### src/rtl/esm_issue_scheduler.sv
// -----------------------------------------------------------------------------
// esm_issue_scheduler
//
// Owns the occupancy of the bs-entry instruction buffer that sits behind the
// ESM dependency-tracking core. Hands out the lowest free slot to dispatch.
// Each cycle it picks one dependency-free WAITING slot, in round-robin order,
// and places it in a valid/ready issue register. A slot is freed again when
// its completion is reported.
//
// Ports
//   clk              system clock, rising edge
//   rst              asynchronous active-high reset
//   alloc_valid      dispatch requests a buffer slot
//   alloc_ready      a FREE slot exists
//   alloc_index      lowest-numbered FREE slot (ESM core buffer_index)
//   ready_positions  per-slot dependency-free flags from the ESM core
//   issue_valid      issue register holds an entry
//   issue_index      slot being issued
//   issue_ready      execution side accepts the issue
//   complete_valid   an issued slot finished execution
//   complete_index   slot finishing
//   occupancy        number of non-FREE slots
//   full / empty     occupancy == bs / occupancy == 0
//   err              sticky illegal-completion flag
// -----------------------------------------------------------------------------
module esm_issue_scheduler #(
  parameter int bs = 16
) (
  input  logic                  clk,
  input  logic                  rst,
  input  logic                  alloc_valid,
  output logic                  alloc_ready,
  output logic [$clog2(bs)-1:0] alloc_index,
  input  logic [bs-1:0]         ready_positions,
  output logic                  issue_valid,
  output logic [$clog2(bs)-1:0] issue_index,
  input  logic                  issue_ready,
  input  logic                  complete_valid,
  input  logic [$clog2(bs)-1:0] complete_index,
  output logic [$clog2(bs):0]   occupancy,
  output logic                  full,
  output logic                  empty,
  output logic                  err
);

  localparam int IW = $clog2(bs);

  typedef enum logic [1:0] {
    SLOT_FREE    = 2'd0,
    SLOT_WAITING = 2'd1,
    SLOT_ISSUED  = 2'd2
  } slot_state_e;

  slot_state_e   r_state [bs];
  logic [IW-1:0] r_rr_ptr;
  logic [IW-1:0] r_issue_index;
  logic          r_issue_valid;
  logic          r_err;
  logic [IW:0]   r_occupancy;

  logic          w_alloc_ready;
  logic [IW-1:0] w_alloc_index;
  logic          w_alloc_fire;
  logic [bs-1:0] w_cand;
  logic          w_found;
  logic [IW-1:0] w_pick;
  logic          w_load;
  logic          w_cmp_held;
  logic          w_cmp_legal;
  logic          w_cmp_illegal;

  // Lowest-numbered FREE slot: scan downward so the smallest index wins.
  // NOTE: every always_comb output gets a default first so no path can infer a latch.
  always_comb begin
    w_alloc_ready = 1'b0;
    w_alloc_index = '0;
    for (int i = bs - 1; i >= 0; i--) begin
      if (r_state[i] == SLOT_FREE) begin
        w_alloc_ready = 1'b1;
        w_alloc_index = IW'(i);
      end
    end
  end

  assign w_alloc_fire = alloc_valid & w_alloc_ready;

  // Only WAITING slots are eligible; ready bits of FREE/ISSUED slots are masked.
  always_comb begin
    for (int i = 0; i < bs; i++) begin
      w_cand[i] = (r_state[i] == SLOT_WAITING) & ready_positions[i];
    end
  end

  // Round-robin pick starting at rr_ptr. The offset wraps naturally in IW bits
  // because bs is a power of two. The scan runs downward so the smallest offset wins.
  always_comb begin
    w_found = 1'b0;
    w_pick  = '0;
    for (int k = bs - 1; k >= 0; k--) begin
      if (w_cand[r_rr_ptr + IW'(k)]) begin
        w_found = 1'b1;
        w_pick  = r_rr_ptr + IW'(k);
      end
    end
  end

  // The register can reload on the handshake edge, so back-to-back issue has no bubble.
  assign w_load = ~r_issue_valid | issue_ready;

  // A slot still sitting in the issue register cannot have executed yet.
  assign w_cmp_held    = r_issue_valid & (complete_index == r_issue_index);
  assign w_cmp_legal   = complete_valid & (r_state[complete_index] == SLOT_ISSUED) & ~w_cmp_held;
  assign w_cmp_illegal = complete_valid & ~w_cmp_legal;

  // Alloc (FREE), pick (WAITING) and legal complete (ISSUED) always touch
  // disjoint slots, so the per-slot writes below never collide.
  // NOTE: sequential state uses non-blocking assignments so every register samples pre-edge values.
  always_ff @(posedge clk or posedge rst) begin
    if (rst) begin
      // NOTE: the slot-state array is reset explicitly because FREE-after-reset is functional state, not just storage.
      for (int i = 0; i < bs; i++) begin
        r_state[i] <= SLOT_FREE;
      end
      r_rr_ptr      <= '0;
      r_issue_index <= '0;
      r_issue_valid <= 1'b0;
      r_err         <= 1'b0;
      r_occupancy   <= '0;
    end else begin
      if (w_alloc_fire) begin
        r_state[w_alloc_index] <= SLOT_WAITING;
      end
      if (w_cmp_legal) begin
        r_state[complete_index] <= SLOT_FREE;
      end
      if (w_load) begin
        if (w_found) begin
          r_state[w_pick] <= SLOT_ISSUED;
          r_issue_index   <= w_pick;
          r_issue_valid   <= 1'b1;
          r_rr_ptr        <= w_pick + 1'b1;
        end else begin
          r_issue_valid <= 1'b0;
        end
      end
      if (w_cmp_illegal) begin
        r_err <= 1'b1;
      end
      // Cannot wrap: alloc needs a FREE slot and a legal complete needs an ISSUED one.
      r_occupancy <= r_occupancy + (IW+1)'(w_alloc_fire) - (IW+1)'(w_cmp_legal);
    end
  end

  assign alloc_ready = w_alloc_ready;
  assign alloc_index = w_alloc_index;
  assign issue_valid = r_issue_valid;
  assign issue_index = r_issue_index;
  assign occupancy   = r_occupancy;
  assign full        = (r_occupancy == (IW+1)'(bs));
  assign empty       = (r_occupancy == '0);
  assign err         = r_err;

endmodule

### config.mk
export PLATFORM = sky130hd
export DESIGN_NAME = esm_issue_scheduler
export DESIGN_NICKNAME = d
export VERILOG_FILES = /design/src/rtl/esm_issue_scheduler.sv
export SDC_FILE = /design/constraint.sdc
export NUM_CORES = 1
export LEC_CHECK = 0
export CAP_MARGIN = 10
export CORE_MARGIN = 2
export CORE_UTILIZATION = 42
export CTS_BUF_LIST = sky130_fd_sc_hd__clkbuf_8
export DETAILED_ROUTE_END_ITERATION = 8
export SLEW_MARGIN = 20
export SYNTH_ARGS = -nofsm -noshare
export SYNTH_HDL_FRONTEND = slang
export SYNTH_SLANG_ARGS = --single-unit
### constraint.sdc
create_clock -name clk -period 5.8 [get_ports clk]
set_clock_uncertainty 0.05 [all_clocks]
set_input_delay 1.45 -clock clk [delete_from_list [all_inputs] [get_ports clk]]
set_output_delay 1.45 -clock clk [all_outputs]
set_load 0.005 [all_outputs]
== Word-level counts from Yosys, hierarchy flattened ==
Index checks and enable logic that the tools add are counted.
W data, S select, Z words.

* Add/subtract/negate cells: 18
* Order comparisons: 22
* Equal/unequal tests: 19
* Multiplexer cells: 110
* Bitwise operators: 36
* Reduce and logical (&&, ||, !) cells: 21

{| class="wikitable"
|+ Operator list
! cell !! number
|-
| $mux W32 || 4
|-
| $mux W4 || 32
|-
| $lt A4 B5 Y1 const B || 16
|-
| $bmux W1 S4 || 16
|-
| $mux W1 || 49
|-
| $add A4 B4 Y4 const B || 8
|-
| $and A16 B16 Y16 || 2
|-
| $and A32 B32 Y32 || 1
|-
| $eq A2 B1 Y1 const B || 16
|-
| $logic_not A2 Y1 || 16
|-
| $not A16 Y16 || 2
|-
| $not A32 Y32 || 1
|-
| $or A16 B16 Y16 || 2
|-
| $demux W2 S4 || 3
|-
| $and A1 B1 Y1 || 21
|-
| $add A4 B3 Y4 const B || 4
|-
| $ge A5 B5 Y1 const B || 3
|-
| $lt A5 B1 Y1 const B || 3
|-
| $not A4 Y5 || 3
|-
| $mux W2 || 5
|-
| $add A4 B1 Y4 const B || 2
|-
| $add A4 B2 Y4 const B || 2
|-
| $bmux W2 S4 || 1
|-
| $add A5 B1 Y5 || 1
|-
| 9 further kinds || 13
|}

* Bits in registers: 47
* Output and inout bits: 18

== Longest topological paths before layout ==
Gate-level depths: netlist of the first run.

* Word-level depth: 30
* Mapped depth: 19

== Worst setup path after synthesis of the first run ==
OpenSTA, ideal clock, no wires.

* Kind: input-to-reg
* From: in ready_positions[11]
* To: reg r_state[13] (netlist bit)
* Setup time: 0.121 ns
* Arrival: 4.489 ns
* Slack: 1.140 ns
* Stages on the path: 12
* Buffers on the path: 1
* Cells stage by stage: and3b_1 > buf_6 > mux4_2 > mux4_2 > a21o_1 > or4_1 > a311oi_2 > o31a_4 > inv_1 > ha_1 > and2_1 > a22o_1

* Longest elaborated chain between the ends: 27
* Elaborated cells between the ends (all ways): 74
* Classes of those cells: order compare: 2; mux: 68; bitwise: 3; reduce/logical: 1

{| class="wikitable"
|+ Ends and longest elaborated chain
! element !! line !! source
|-
| from (decl) || 34 || <nowiki>input logic [bs-1:0] ready_positions,</nowiki>
|-
| $and A1 B1 Y1 (*) || 90 || <nowiki>w_cand[i] = (r_state[i] == SLOT_WAITING) & ready_positions[i];</nowiki>
|-
| $bmux W1 S4 || 100 || <nowiki>if (w_cand[r_rr_ptr + IW'(k)]) begin</nowiki>
|-
| $mux W1 (not written as such) || 100 ||
|-
| $mux W4 (15 in series) || 100 ||
|-
| $mux W4 (*) || 100 ||
|-
| named net w_pick[1] || 66 || <nowiki>logic [IW-1:0] w_pick;</nowiki>
|-
| $not A4 Y5 (not written as such) (*) || 138 || <nowiki>r_state[w_pick] <= SLOT_ISSUED;</nowiki>
|-
| $ge A5 B5 Y1 (not written as such) / $lt A5 B1 Y1 (equally long branches) || 138 ||
|-
| $logic_and A1 B1 Y1 (not written as such) || 138 ||
|-
| $mux W2 (not written as such) || 138 ||
|-
| $demux W2 S4 (*) || 138 ||
|-
| $or A16 B16 Y16 (no source line) (*) || n/a ||
|-
| $mux W32 (*) || 137 || <nowiki>if (w_found) begin</nowiki>
|-
| $mux W32 (*) || 136 || <nowiki>if (w_load) begin</nowiki>
|-
| to (signal, indexed assignment) || 131 || <nowiki>r_state[w_alloc_index] <= SLOT_WAITING;</nowiki>
|-
| to (signal, indexed assignment) || 134 || <nowiki>r_state[complete_index] <= SLOT_FREE;</nowiki>
|-
| to (signal, indexed assignment) || 138 ||
|-
| to (decl) || 54 || <nowiki>slot_state_e r_state [bs];</nowiki>
|}

The timed path passes the listed nets; every way through them passes the cells marked *. The select of a mux whose other input is x is not followed.
A chain may end at the register's enable or synchronous reset.

== Final worst setup path of the first run ==
* From: in ready_positions[7]
* To: reg r_state[11] (netlist bit)

* Longest elaborated chain between the ends: 27
* Elaborated cells between the ends (all ways): 74
* Classes of those cells: order compare: 2; mux: 68; bitwise: 3; reduce/logical: 1

{| class="wikitable"
|+ Ends and longest elaborated chain
! element !! line
|-
| $and A1 B1 Y1 (*) || 90
|-
| $bmux W1 S4 || 100
|-
| $mux W1 (not written as such) || 100
|-
| $mux W4 (16 in series) || 100
|-
| $not A4 Y5 (not written as such) || 138
|-
| $ge A5 B5 Y1 (not written as such) / $lt A5 B1 Y1 (equally long branches) || 138
|-
| $logic_and A1 B1 Y1 (not written as such) || 138
|-
| $mux W2 (not written as such) || 138
|-
| $demux W2 S4 || 138
|-
| $or A16 B16 Y16 (no source line) || n/a
|-
| $mux W32 (*) || 137
|-
| $mux W32 (*) || 136
|}

Every way passes the cells marked *; elsewhere a longest branch is shown, timed or not. The select of a mux whose other input is x is not followed.

==> run metrics, run 1 <==
crit-path max cell delay=680 ps; GR Overflow Total=0; CP endpoint kind=register; Yosys cell types=85; half-perimeter wire length after placement=16200 microns; Top FF cell, synth=dfrtp_1; Final Hold Viols=0; vias in the first global route=5788; worst setup path start=ready_positions[7]; Async SR Flop Fraction=1.00; final setup TNS=0 ps; hold_buf cts=0; cells after synthesis=649; root buffer cell=clkbuf_8; Post-Syn Area=0.00580 sq mm; share of cells above drive strength 1=0.141; min cycle time layout=5140 ps; Crit Path Class=in -> reg; CTS buffer count=5; H-Tree Level Count=2; first-pass GRT wire length=32500 microns; floorplan row count=42; initial antenna violation count=0; R2R Path End=r_state[11]; largest net degree at the start of global routing=48; most common cell after layout, fill and taps aside=nor2_1; Total GRT Usage=0.289; vias=5975; Die Width=122 microns; Slew headroom=0.450; Clock Latency Late Sink=320 ps; Hold Crit Class=reg -> reg; clk slew on worst S/H paths=100 ps; status=completed; worst hold margin=431 ps; setup repair bufs after CTS=0; Worst Hold Endpoint=err; clk buf depth=2; total clock sinks=47; Pre-Repair DR Iteration Count=5; die area=0.0148 sq mm; Layout area overhead=12.9%; Hold Path Stages=1; post-cts sizing count=0; Core ar.=0.0133 sq mm; crit-path most repeated cell=or3_1; Initial Util=0.435; number of max-cap violations=0; final period utilization=0.887; DRT Wirelength=21100 microns; syn nets=690; EDFF count, synth=0; FF+latch count, synth=47; worst r2r src=r_rr_ptr[0]; Avg Inst Size Synth=8.94 sq um; critical path's slowest cell=a2111oi_0; Filler Cell Count=1282; remaining routing DRC violations=0; port bufs=42; Worst Path Max Fanout=7; # IOs=43; antenna viol nets, final=0; Synthesis Warnings=0; Placer Congestion=1.03; worst-path cell chain=clkdlybuf4s50_1 -> and3b_1 -> a2111oi_0 -> a221o_1 -> or3_1 -> nand2b_1 -> or3_1 -> nor4_1 -> nor2b_1 -> and2_1 -> a22o_1; worst slew pin tran=825 ps; Avg WL per Cell=24.5 microns; f_max=194 MHz; most frequent cells in the layout=nor2_1 (55), nand2_1 (49), a21oi_1 (49); 1st-iter DRT viols=635; Setup crit start kind=primary input; Arr. time, crit path=5310 ps; ant diodes=0; final-report setup violation count=0; die height=122 microns; setup repair after global routing missed its margin=false; sequential-to-total area share from yosys stat=0.203; routed vias/inst=6.92; Max Slew Vio Count=0; min-delay src=err; TritonCTS clock tree=done; R2R depth=12; Critical Path RT=5960 ps; worst reg-to-reg setup slack=1050 ps; fin nets=728
[how the worst max path moves through the flow]
stage | to | cells past startpoint
after global placement | r_state[13] | 10
after floorplan | r_state[13] | 12
after detailed placement | r_state[13] | 12
final | r_state[11] | 11
after global routing | r_state[11] | 11
after CTS | r_state[13] | 12
[state kept, by name (all words and copies together), names as in the netlist]
name / flops
r_state: 32
r_rr_ptr: 4
issue_valid: 1
issue_index: 4
err: 1
occupancy: 5
[cell usage after synthesis, types with 8 or more instances]
| cell type | n | area [sq um] |
|---|---|---|
| nor2_1 | 55 | 206 |
| a21oi_1 | 49 | 245 |
| nand2_1 | 49 | 184 |
| dfrtp_1 | 47 | 1180 |
| mux4_2 | 37 | 833 |
| o21ai_0 | 29 | 145 |
| inv_1 | 22 | 82.6 |
| mux2i_1 | 19 | 190 |
| and3b_1 | 16 | 140 |
| nand3b_1 | 16 | 120 |
| xnor2_1 | 16 | 140 |
| clkbuf_1 | 15 | 56.3 |
| ha_1 | 15 | 188 |
| a31oi_1 | 14 | 87.6 |
| nand3_1 | 14 | 70.1 |
| and2_1 | 13 | 81.3 |
| nor3_1 | 13 | 65.1 |
| a22o_1 | 9 | 78.8 |
| o21ai_1 | 9 | 45.0 |
| nand2b_1 | 8 | 50.1 |
| or2_2 | 8 | 50.1 |
| xor2_1 | 8 | 70.1 |
[critical path, delay by kind of cell]
family          cells  cell delay (ps)
buf+inv             1              420
simple gates        7             2230
compound gates      3             1190
[metal layers]
layer,share of wire,vias to the layer above,global-route usage
met3,0.079,79,0.0332
met2,0.48,378,0.500
met5,0,-,0
met1,0.39,2909,0.359
met4,0.048,0,0.138
li1,-,2609,-
[through the flow]
step / instance area (sq um) / setup slack [ps] / util / instances
4_1_cts: 6550 / 792 / 0.491 / 864
3_3_place_gp: 6430 / 511 / 0.482 / 856
3_5_place_dp: 6430 / 450 / 0.482 / 856
6_report: 6550 / 656 / 0.491 / 864
2_1_floorplan: 5800 / 1140 / - / 649
5_1_grt: 6550 / 408 / 0.491 / 864
[cells by family after synthesis]
family / synth area share
AND/OR/NAND/NOR: 0.239
multiplexers: 0.211
AO/OA/AOI/OAI: 0.227
flip-flops: 0.203
XOR/XNOR: 0.0390
adder cells (fa/ha/maj): 0.0358
buffers and inverters: 0.0453
[cell type report]
cell class,instances,area (sq um),share of cell area
clock buffer,5,68.8,0.0105
sequential,47,1180,0.180
inverter,26,98.8,0.0151
multi-input combinational,544,4360,0.666
timing repair buffer,63,578,0.0882
tap,176,220,0.0336
clock inverter,3,46.3,0.00707
Power of run 1 is left out: the tool's default activity adds up to more than one toggle a clock period on the data nets, which glitch-free logic cannot reach.
==> run 2: changes to the inputs <==
- CORE_UTILIZATION: 42 -> 35
==> run 2 against run 1 <==
  * Cell area rose by 0.78%
  * Highest routed layer unchanged
  * Sequential share of layout area is 0.14 points lower
  * Die area up 19%
  * First-iteration DRC count shrank 5.4%
==> run metrics, run 2 (synthesized netlist as in run 1, its figures left out) <==
final-report setup violation count=0; Layout area overhead=13.8%; crit-path most repeated cell=nand2_1; setup repair bufs after CTS=0; half-perimeter wire length after placement=16300 microns; DRT Wirelength=20900 microns; worst hold margin=434 ps; worst r2r src=r_rr_ptr[1]; post-cts sizing count=0; Placer Congestion=1.01; R2R depth=15; root buffer cell=clkbuf_8; Worst Path Max Fanout=8; share of cells above drive strength 1=0.145; die height=133 microns; vias in the first global route=5586; register area=0.00118 sq mm; Initial Util=0.354; crit path buf inv count=2; Filler Cell Count=1600; max reg flops=32; fin cells=911; Pre-Repair DR Iteration Count=5; CP endpoint kind=register; hold_buf cts=0; final period utilization=0.930; min cycle time layout=5400 ps; routed vias/inst=6.47; status=completed; crit-path max cell delay=680 ps; Clock Latency Late Sink=320 ps; most common cell after layout, fill and taps aside=nor2_1; ant diodes=0; clk slew on worst S/H paths=90 ps; Final Hold Viols=0; number of max-cap violations=0; Setup crit start kind=primary input; Arr. time, crit path=5600 ps; worst setup path start=ready_positions[13]; Avg WL per Cell=22.9 microns; worst-path cell chain=clkdlybuf4s50_1 -> nor4bb_1 -> a2111oi_0 -> nor4b_1 -> buf_4 -> nand2_1 -> o211a_1 -> a32oi_1 -> o31ai_1 -> o21ai_1 -> nand2_1 -> nor2_2 -> a22o_1; GR Overflow Total=0; clk buf depth=2; fin nets=731; largest net degree at the start of global routing=48; total clock sinks=47; final setup TNS=0 ps; R2R Path End=r_state[15]; worst slew pin tran=808 ps; critical path's slowest cell=nor4b_1; footprint of the multi-input gates=0.00436 sq mm; setup repair after global routing missed its margin=false; Placement Cell Area=0.00651 sq mm; post-route design area=0.00660 sq mm; min-delay src=err; initial antenna violation count=0; H-Tree Level Count=2; remaining routing DRC violations=0; # IOs=43; port bufs=42; Critical Path Sink=r_state[15]; most frequent cells in the layout=nor2_1 (55), nand2_1 (49), a21oi_1 (49); Hold Crit Class=reg -> reg; CTS buffer count=5; Slew headroom=0.461; Max Slew Vio Count=0; vias=5893; floorplan row count=47; Die Width=133 microns; Biggest register=r_state; TritonCTS clock tree=done; Critical Path Stages=13; Core ar.=0.0164 sq mm; die area=0.0176 sq mm; placed cell count=903; 1st-iter DRT viols=601; antenna viol nets, final=0; first-pass GRT wire length=32300 microns; Crit Path Class=in -> reg; worst reg-to-reg setup slack=920 ps; f_max=185 MHz; Critical Path RT=6010 ps; family with the most delay on the worst path=simple AND/OR/NAND/NOR gates; Total GRT Usage=0.234
[run 2: area by class of cell]
cell class                      instances  share of cell area
Clock inverter                          3             0.00303
Multi-Input combinational cell        544               0.661
Clock buffer                            5              0.0104
Timing Repair Buffer                   66              0.0910
Inverter                               26              0.0150
Tap cell                              220              0.0417
Sequential cell                        47               0.178
[run 2: how the worst min path moves through the flow]
stage | slack (ps) | depth (start not counted) | endpoint
3_3_place_gp | 390 | 1 | err
2_1_floorplan | 400 | 1 | err
6_report | 430 | 1 | err
3_5_place_dp | 400 | 1 | err
4_1_cts | 430 | 1 | err
5_1_grt | 450 | 1 | err
[run 2: layer usage]
metal	up-vias	global-route usage	routed length, microns
met1	2886	0.319	8810
met4	0	0.101	869
met3	56	0.0322	1690
met2	336	0.374	9500
met5	-	0	0
li1	2615	-	-
[run 2: through the flow]
stage               utilization  worst slack [ps]
floorplan                     -              1140
global placement          0.397               219
detailed placement        0.397               285
CTS                       0.402               613
global route              0.402               287
finish                    0.402               404
[run 2: worst reg2reg max path: stages, from the launching register on]
cell,delay [ps]
dfrtp_1,390
inv_2,210
ha_1,300
buf_4,260
nor4bb_1,580
a2111oi_0,150
nor4b_1,630
buf_4,240
nand2_1,110
o211a_1,150
a32oi_1,190
o31ai_1,120
o21ai_1,460
nand2_1,330
nor2_2,410
a22o_1,220
Power of run 2 is left out for the same reason.
==> run 3: changes to the inputs <==
- ABC_AREA: default -> 1
- PLACE_DENSITY: default -> 0.56
==> run 3 against run 2 <==
  * Cell area down 19%
  * Area after synthesis shrank 20%
  * Fmax up 18%
  * Routed wire length down 18%
  * Non-clock buffer count shrank 20
  * Utilization grew 0.58 points
==> run metrics, run 3 <==
post-cts sizing count=0; Layout area overhead=14.8%; hold_buf cts=0; largest net degree at the start of global routing=48; EDFF count, synth=0; Initial Util=0.356; synth cell count leaders=nand2_1 (199), nand3_1 (110), inv_1 (93); Metal-1 WL=8160 microns; leading area contributor after synthesis=dfrtp_1; # IOs=43; Async SR Flop Fraction=1.00; DRT Wirelength=17200 microns; floorplan row count=42; setup repair after global routing missed its margin=false; antenna viol nets, final=0; Avg WL per Cell=18.0 microns; Hold Crit Class=reg -> reg; clk slew on worst S/H paths=110 ps; Total GRT Usage=0.250; Hold Path Stages=1; Worst Hold Endpoint=err; port bufs=42; cells after synthesis=737; post-synth top area share=0.253; Filler Cell Count=1444; die area=0.0142 sq mm; Critical Path RT=6010 ps; initial antenna violation count=0; TritonCTS clock tree=done; max reg flops=32; fin cells=954; H-Tree Level Count=2; Arr. time, crit path=4770 ps; clk buf depth=2; footprint of the multi-input gates=0.00300 sq mm; half-perimeter wire length after placement=13700 microns; vias=5232; Core ar.=0.0131 sq mm; final-report setup violation count=0; total clock sinks=47; R2R depth=28; Clock Latency Late Sink=330 ps; FF+latch count, synth=47; Synth area leaders=dfrtp_1 (25%), nand2_1 (16%), nand3_1 (12%), inv_1 (7.5%), nor2_1 (4.8%); Pre-Repair DR Iteration Count=6; Die Width=119 microns; most frequent cells in the layout=nand2_1 (199), nand3_1 (110), inv_1 (92); Post-Syn Area=0.00465 sq mm; share of cells above drive strength 1=0.0707; die height=119 microns; 1st-iter DRT viols=567; Slew headroom=0.404; Synthesis Warnings=0; Final Hold Viols=0; register area=0.00118 sq mm; worst reg-to-reg setup slack=1440 ps; number of max-cap violations=0; first-pass GRT wire length=27600 microns; setup repair bufs after CTS=0; Yosys cell types=46; CP endpoint kind=register; Worst Path Max Fanout=9; worst r2r src=r_rr_ptr[1]; vias in the first global route=5058; most common cell after layout, fill and taps aside=nand2_1; placed cell count=946; R2R Path End=r_state[19]; root buffer cell=clkbuf_8; Setup crit start kind=primary input; ant diodes=0; Max Slew Vio Count=0; routed wl met2=7380 microns; final setup TNS=0 ps; sequential-to-total area share from yosys stat=0.253; Crit Path Class=in -> reg; remaining routing DRC violations=0; min-delay src=err; CTS buffer count=5; GR Overflow Total=0; min cycle time layout=4560 ps; met3 wire length=1330 microns; Placer Congestion=1.00; Biggest register=r_state; final period utilization=0.786; fin nets=818; f_max=219 MHz; Highest Signal Layer=met4; status=completed; Top FF cell, synth=dfrtp_1; Avg Inst Size Synth=6.31 sq um; syn nets=778; worst slew pin tran=895 ps; routed vias/inst=5.48; most common cell in the netlist=nand2_1
run 3: cell count changes after synthesis, moves of 12 or more:
cell / previous run / this run
mux4_2: 37 / 0
mux2i_1: 19 / 0
inv_1: 22 / 93
and3b_1: 16 / 0
xnor2_1: 16 / 2
nand3_1: 14 / 110
a21oi_1: 49 / 37
nand2_1: 49 / 199
and2_1: 13 / 0
nand3b_1: 16 / 2
run 3: worst max-delay path: stages:
cell and delay (ps):
clkdlybuf4s50_1 570, inv_1 90, nor2_1 480, a22oi_1 150, o221ai_1 110, nand2_1 90
a41oi_1 520, ha_1 230, inv_1 40, ha_1 190, fa_1 400, a21oi_1 160
nor2_1 50, nor2_1 110, xor2_1 140
run 3: cells by family after synthesis:
group / Yosys count / share of synthesized area
and+or+nand+nor: 414 / 0.396
xor gates and xnor gates: 13 / 0.0325
DFF: 47 / 0.253
buffers and inverters: 117 / 0.101
AOI/OAI and AO/OA: 130 / 0.172
adders and majority gates: 16 / 0.0446
run 3: worst max-delay path by stage:
stage / startpoint / end / slack (ps)
after floorplan: complete_index[1] / occupancy[4] / 1840
after global placement: complete_index[1] / occupancy[4] / 1020
after detailed placement: complete_index[0] / occupancy[4] / 920
after CTS: complete_index[0] / occupancy[4] / 1270
after global routing: complete_index[0] / occupancy[4] / 910
final: complete_index[0] / occupancy[4] / 1240
run 3: layout make-up:
class / count / area share
Multi-Input combinational cell: 573 / 0.562
Clock inverter: 3 / 0.00515
Inverter: 104 / 0.0738
Clock buffer: 5 / 0.0129
Timing Repair Buffer: 46 / 0.0843
Tap cell: 176 / 0.0412
Sequential cell: 47 / 0.220
run 3: per-layer routing:
| metal | vias to the layer above | GRT usage |
|---|---|---|
| met1 | 2466 | 0.362 |
| li1 | 2523 | - |
| met5 | - | 0 |
| met2 | 218 | 0.376 |
| met3 | 25 | 0.0426 |
| met4 | 0 | 0.0781 |
run 3: through the flow:
stage,utilization,cell area [sq um],hold slack [ps],setup slack [ps]
2_1_floorplan,-,4650,418,1840
6_report,0.408,5340,445,1240
5_1_grt,0.408,5340,482,910
3_5_place_dp,0.401,5240,428,919
4_1_cts,0.408,5340,462,1270
3_3_place_gp,0.401,5240,427,1020
Power of run 3 is left out for the same reason.
